**src/rtl/dmem_port_arbiter_if.sv**
```systemverilog
// Bus bundle between the two requesters, the arbiter and the shared dmem.
// The arbiter takes the slave modport; the requester/memory side takes master.
interface dmem_port_arbiter_if #(
  parameter int ADDR_W = 12,
  parameter int DATA_W = 32
);
  // Port 0: processor load/store
  logic              req0;
  logic              we0;
  logic [ADDR_W-1:0] addr0;
  logic [DATA_W-1:0] wdata0;
  logic              gnt0;
  logic              rvalid0;

  // Port 1: loader/debug DMA
  logic              req1;
  logic              we1;
  logic [ADDR_W-1:0] addr1;
  logic [DATA_W-1:0] wdata1;
  logic              gnt1;
  logic              rvalid1;

  // Shared read data and dmem side
  logic [DATA_W-1:0] rdata;
  logic [ADDR_W-1:0] address_dmem;
  logic [DATA_W-1:0] data;
  logic              wren;
  logic [DATA_W-1:0] q_dmem;

  // Aging state, visible for checkers
  logic              boost;
  logic [3:0]        wait_cnt;

  // Handshake: a requester raises req with we/addr/wdata and holds all of them
  // stable until it sees gnt high in the same cycle; that cycle consumes the
  // request. Reads return rvalid exactly RD_LAT cycles after the grant edge.
  modport slave (
    input  req0, we0, addr0, wdata0,
    input  req1, we1, addr1, wdata1,
    input  q_dmem,
    output gnt0, rvalid0, gnt1, rvalid1,
    output rdata, address_dmem, data, wren,
    output boost, wait_cnt
  );

  modport master (
    output req0, we0, addr0, wdata0,
    output req1, we1, addr1, wdata1,
    output q_dmem,
    input  gnt0, rvalid0, gnt1, rvalid1,
    input  rdata, address_dmem, data, wren,
    input  boost, wait_cnt
  );
endinterface

```
**src/rtl/dmem_port_arbiter.sv**
```systemverilog
// Two-port arbiter for a single-port synchronous dmem: one access per clock,
// aging boost for port 1, and an in-order read-tag pipeline for return routing.
module dmem_port_arbiter #(
  parameter int ADDR_W   = 12,
  parameter int DATA_W   = 32,
  parameter int RD_LAT   = 1,
  parameter int MAX_WAIT = 3
) (
  input  logic               clock,
  input  logic               reset,
  dmem_port_arbiter_if.slave bus
);

  localparam logic [3:0] MAX_CNT = 4'(MAX_WAIT);

  typedef struct packed {
    logic valid;
    logic id;
  } tag_t;

  logic [3:0] wait_cnt;
  tag_t       tag_q [RD_LAT];
  tag_t       tag_tail;
  logic       boost_c;
  logic       g0;
  logic       g1;
  logic       rd_grant;

  // Grants are gated by reset so nothing reaches dmem while reset is high.
  always_comb begin
    boost_c  = (wait_cnt == MAX_CNT);
    g1       = !reset && bus.req1 && (boost_c || !bus.req0);
    g0       = !reset && bus.req0 && !g1;
    rd_grant = (g0 && !bus.we0) || (g1 && !bus.we1);
    tag_tail = tag_q[RD_LAT-1];
  end

  always_comb begin
    bus.gnt0         = g0;
    bus.gnt1         = g1;
    bus.boost        = !reset && boost_c;
    bus.wait_cnt     = wait_cnt;
    bus.address_dmem = '0;
    bus.data         = '0;
    bus.wren         = 1'b0;
    if (g1) begin
      bus.address_dmem = bus.addr1;
      bus.data         = bus.wdata1;
      bus.wren         = bus.we1;
    end else if (g0) begin
      bus.address_dmem = bus.addr0;
      bus.data         = bus.wdata0;
      bus.wren         = bus.we0;
    end
  end

  // The tail tag lines up with the cycle dmem presents the matching q.
  always_comb begin
    bus.rdata   = bus.q_dmem;
    bus.rvalid0 = !reset && tag_tail.valid && !tag_tail.id;
    bus.rvalid1 = !reset && tag_tail.valid &&  tag_tail.id;
  end

  always_ff @(posedge clock) begin
    if (reset) begin
      wait_cnt <= 4'd0;
      for (int i = 0; i < RD_LAT; i++) begin
        tag_q[i] <= '0;
      end
    end else begin
      if (!bus.req1 || g1) begin
        wait_cnt <= 4'd0;
      end else if (wait_cnt != MAX_CNT) begin
        wait_cnt <= wait_cnt + 4'd1;
      end
      tag_q[0].valid <= rd_grant;
      tag_q[0].id    <= g1;
      for (int i = 1; i < RD_LAT; i++) begin
        tag_q[i] <= tag_q[i-1];
      end
    end
  end

endmodule

```
**src/flat_wrapper.sv**
```systemverilog
// flat-port wrapper written by rule: the top's interface ports become plain ports
module dmem_port_arbiter_flat 
#(
  parameter int ADDR_W   = 12,
  parameter int DATA_W   = 32,
  parameter int RD_LAT   = 1,
  parameter int MAX_WAIT = 3
)
  (clock, reset, bus_req0, bus_we0, bus_addr0, bus_wdata0, bus_req1, bus_we1, bus_addr1, bus_wdata1, bus_q_dmem, bus_gnt0, bus_rvalid0, bus_gnt1, bus_rvalid1, bus_rdata, bus_address_dmem, bus_data, bus_wren, bus_boost, bus_wait_cnt);
  dmem_port_arbiter_if #(.ADDR_W(ADDR_W), .DATA_W(DATA_W)) bus_i ();
  input  logic clock;
  input  logic reset;
  input wire logic [$bits(bus_i.req0)-1:0] bus_req0;
  input wire logic [$bits(bus_i.we0)-1:0] bus_we0;
  input wire logic [$bits(bus_i.addr0)-1:0] bus_addr0;
  input wire logic [$bits(bus_i.wdata0)-1:0] bus_wdata0;
  input wire logic [$bits(bus_i.req1)-1:0] bus_req1;
  input wire logic [$bits(bus_i.we1)-1:0] bus_we1;
  input wire logic [$bits(bus_i.addr1)-1:0] bus_addr1;
  input wire logic [$bits(bus_i.wdata1)-1:0] bus_wdata1;
  input wire logic [$bits(bus_i.q_dmem)-1:0] bus_q_dmem;
  output wire logic [$bits(bus_i.gnt0)-1:0] bus_gnt0;
  output wire logic [$bits(bus_i.rvalid0)-1:0] bus_rvalid0;
  output wire logic [$bits(bus_i.gnt1)-1:0] bus_gnt1;
  output wire logic [$bits(bus_i.rvalid1)-1:0] bus_rvalid1;
  output wire logic [$bits(bus_i.rdata)-1:0] bus_rdata;
  output wire logic [$bits(bus_i.address_dmem)-1:0] bus_address_dmem;
  output wire logic [$bits(bus_i.data)-1:0] bus_data;
  output wire logic [$bits(bus_i.wren)-1:0] bus_wren;
  output wire logic [$bits(bus_i.boost)-1:0] bus_boost;
  output wire logic [$bits(bus_i.wait_cnt)-1:0] bus_wait_cnt;
  assign bus_i.req0 = bus_req0;
  assign bus_i.we0 = bus_we0;
  assign bus_i.addr0 = bus_addr0;
  assign bus_i.wdata0 = bus_wdata0;
  assign bus_i.req1 = bus_req1;
  assign bus_i.we1 = bus_we1;
  assign bus_i.addr1 = bus_addr1;
  assign bus_i.wdata1 = bus_wdata1;
  assign bus_i.q_dmem = bus_q_dmem;
  assign bus_gnt0 = bus_i.gnt0;
  assign bus_rvalid0 = bus_i.rvalid0;
  assign bus_gnt1 = bus_i.gnt1;
  assign bus_rvalid1 = bus_i.rvalid1;
  assign bus_rdata = bus_i.rdata;
  assign bus_address_dmem = bus_i.address_dmem;
  assign bus_data = bus_i.data;
  assign bus_wren = bus_i.wren;
  assign bus_boost = bus_i.boost;
  assign bus_wait_cnt = bus_i.wait_cnt;
  dmem_port_arbiter #(.ADDR_W(ADDR_W), .DATA_W(DATA_W), .RD_LAT(RD_LAT), .MAX_WAIT(MAX_WAIT)) u_core (.clock(clock), .reset(reset), .bus(bus_i));
endmodule
```
**config.mk**
```make
export PLATFORM = sky130hd
export DESIGN_NAME = dmem_port_arbiter_flat
export DESIGN_NICKNAME = d
export VERILOG_FILES = /design/src/rtl/dmem_port_arbiter_if.sv /design/src/rtl/dmem_port_arbiter.sv /design/src/flat_wrapper.sv
export SDC_FILE = /design/constraint.sdc
export NUM_CORES = 1
export LEC_CHECK = 0
export ABC_AREA = 1
export CORE_AREA = 3 3 81 83
export CTS_BUF_LIST = sky130_fd_sc_hd__clkbuf_4 sky130_fd_sc_hd__clkbuf_8 sky130_fd_sc_hd__clkbuf_16
export DETAILED_ROUTE_END_ITERATION = 16
export DIE_AREA = 0 0 84 86
export PLACE_DENSITY = 0.9
export SLEW_MARGIN = 10
export SYNTH_ARGS = -nofsm -noshare
export SYNTH_HDL_FRONTEND = slang
export SYNTH_SLANG_ARGS = --single-unit
```
**constraint.sdc**
```tcl
create_clock -name clock -period 4.8 [get_ports clock]
set_clock_uncertainty 0.15 [all_clocks]
set_input_delay 0.72 -clock clock [delete_from_list [all_inputs] [get_ports clock]]
set_output_delay 0.72 -clock clock [all_outputs]
set_load 0.005 [all_outputs]
```
==> run_results.csv <==
group,metric,value,unit
timing,hold_violations,0,
place,dp_hpwl,4.52,mm
yosys,synth_edf_count,0,
worst_setup_path,required,3.93,ns
yosys,synth_nets,352,
worst_setup_path,path_max_fanout,46,
timing,max_freq,0.255,GHz
pwr,powerDensity,119,nW/um2
timing,worstMarginPinSlew,0.618,ns
timing,rsz0062_at_grt,"no",
final_layout,diodes,0,
yosys,syn_avg_cell_area,6.09,um2
worst_setup_path,crit-reg2reg-launch,"u_core.bus.wait_cnt[1]",
global_route,grt_usage,0.145,
worst_setup_path,reg2reg_depth,6,
pwr,peakVddDrop,0.197,mV
final_layout,multiInputGateArea,868,um2
run,drv_cap,0,
clock_network,cts_made_buffers,3,
yosys,synth.yosys.seq_area_share,0.0877,
floorplan,dieWidth,84,um
floorplan,num_rows,28,
timing,slew_violations,0,
global_route,grt_max_degree,47,
yosys,yosys_warnings,0,
drt,post_drt_wl_per_cell,14.0,um
floorplan,start_util,0.231,
clock_network,clk_pin_slew_worst_paths,0.04,ns
worst_setup_path,crit_slowest_cell,"clkdlybuf4s50_1",
pwr,power.leakage,1.14,nW
worst_setup_path,crit_top_cell,"clkdlybuf4s50_1",
place,place.gp.congestion,0.779,
worst_setup_path,critical_path_buf_inv_count,3,
floorplan,die_area,7220,um2
final_layout,fillCellCount,582,
clock_network,htreeDepth,1,
yosys,async_flop_share,0,
worst_setup_path,crit_end,"bus_address_dmem[3]",
final_layout,final_common_cell,"clkdlybuf4s50_1",
global_route,antenna_found_initial,0,
final_layout,final_cell_mix,"clkdlybuf4s50_1 (147), nand3_1 (73), nand2_1 (49)",
global_route,grt_first_pass_wirelength,8.82,mm
place,port_buffers,147,
timing,maxSlewHeadroom,0.587,
yosys,ys_types,20,
floorplan,core-area,5920,um2
yosys,netlist_area,1370,um2
worst_setup_path,crit_type,"input port to output pin",
drt,route.detailed.drc,0,
floorplan,ios,212,
worst_setup_path,critPathArrivalTime,3.06,ns
clock_network,post_cts_resize_count,0,
clock_network,cts_setup_buffers,0,
worst_setup_path,end_kind,"output pin",
worst_setup_path,max_stage_delay,0.56,ns
worst_setup_path,timing.critical_path.from,"bus_req0",
yosys,ys_ff_latch,6,
final_layout,nNetsFinal,456,
drt,initialDrtViolationCount,78,
worst_setup_path,crit_family,"buffers and inverters",
timing,setup_viol,0,
drt,dr.pass1.iters,4,
floorplan,die_y,86,um
final_layout,final_util,0.452,
worst_setup_path,crit_chain,"clkdlybuf4s50_1, nand2_4, nand2_2, buf_12, nand3_1, nand2_1, clkdlybuf4s50_1",
final_layout,area_delta_synth_final,95.3,%
worst_setup_path,reg2reg_slack,2.73,ns
clock_network,cts-root-buf,"clkbuf_8",
final_layout,regArea,120,um2
global_route,overflow,0,
clock_network,clk_path_buf_depth,2,
final_layout,drive_gt1_frac,0.101,
place,dp.cells,399,
worst_setup_path,path_depth,7,
drt,vias,1866,
timing,period_share,0.818,
status,status,"completed",
worst_setup_path,cp-start-kind,"input port",
drt,drtAntennaViolNets,0,
timing,setup-tns-final,0,ns
clock_network,cts_sinks,6,
drt,detail_route.vias_per_cell,4.64,
yosys,ys.flop_type,"dfxtp_1",
drt,routed_wl,5.62,mm
yosys,syn_inst,225,
worst_setup_path,timing.rr.end,"u_core.tag_q[0][1]",
clock_network,clock_latency,0.22,ns
global_route,grt_pass1_vias,1903,
clock_network,cts_hold_buffers,0,
clock_network,tritoncts,"yes",
worst_hold_path,min_path_type,"register to register",
final_layout,final_cells,402,
timing,period_minus_slack,3.93,ns
-- cell usage after synthesis (2+ instances only) --
cell type	count	area share
nand3_1	73	0.27
buf_4	35	0.19
buf_2	12	0.044
nor2_2	2	0.0091
nand2_1	49	0.13
nand2_2	2	0.0091
nand3_2	20	0.15
inv_1	8	0.022
dfxtp_1	6	0.088
nor2_1	6	0.016
buf_6	3	0.025
-- state kept, by name, indices dropped and copies added, names as in the netlist --
signal	flops
u_core.bus.wait_cnt	4
u_core.tag_q	2
-- worst register-to-register path, cell delays in order (launching register included) --
cell,delay [ns]
dfxtp_1,0.37
ha_1,0.24
nand2_2,0.12
nand2_4,0.38
nand2_2,0.43
nand3_1,0.20
nand2_1,0.07
-- routing by layer --
layer / part of all wire / vias to the layer above / global-route usage / routed length [um]
met5: 0 / - / 0 / 0
met4: 0.016 / 0 / 0.0453 / 92
met3: 0.076 / 12 / 0.0327 / 429
met2: 0.52 / 105 / 0.273 / 2930
met1: 0.39 / 832 / 0.162 / 2170
li1: - / 917 / - / -
-- power by group --
group | total, mW | switching, mW | internal, mW
registers | 0.0523 | 0.000796 | 0.0515
clock network | 0.0744 | 0.0206 | 0.0538
logic | 0.192 | 0.0668 | 0.125
-- through the flow --
step	area [um2]	worst slack (ns)	power, mW	hold WS, ns
2_1_floorplan	1370	2.53	0.132	0.294
3_3_place_gp	2640	0.931	0.243	0.299
3_5_place_dp	2640	0.860	0.246	0.303
4_1_cts	2680	0.857	0.322	0.311
5_1_grt	2680	0.705	0.341	0.346
6_report	2680	0.871	0.318	0.309
-- final cells by class --
cell class / instances / area share
clock buffer: 3 / 0.0154
inverter: 9 / 0.0126
multi-input combinational: 159 / 0.324
sequential: 6 / 0.0449
tap: 75 / 0.0351
timing repair buffer: 150 / 0.568
-- how the worst min path moves through the flow --
stage                                       from                      to  cells after the start
after global placement    u_core.bus.wait_cnt[0]  u_core.bus.wait_cnt[0]                      1
final                     u_core.bus.wait_cnt[0]  u_core.bus.wait_cnt[0]                      1
after detailed placement  u_core.bus.wait_cnt[0]  u_core.bus.wait_cnt[0]                      1
after floorplan           u_core.bus.wait_cnt[0]  u_core.bus.wait_cnt[0]                      1
after CTS                 u_core.bus.wait_cnt[0]  u_core.bus.wait_cnt[0]                      1
after global routing      u_core.bus.wait_cnt[0]  u_core.bus.wait_cnt[0]                      1
-- kinds of logic after synthesis --
group           count (synthesis)  synth area share
compound gates                  1           0.00365
xor+xnor                        2            0.0128
fa+ha+maj                       1           0.00913
buf+inv                        60             0.288
flops                           6            0.0877
simple gates                  155             0.599
No activity file was read; power rests on OpenSTA's default activity.
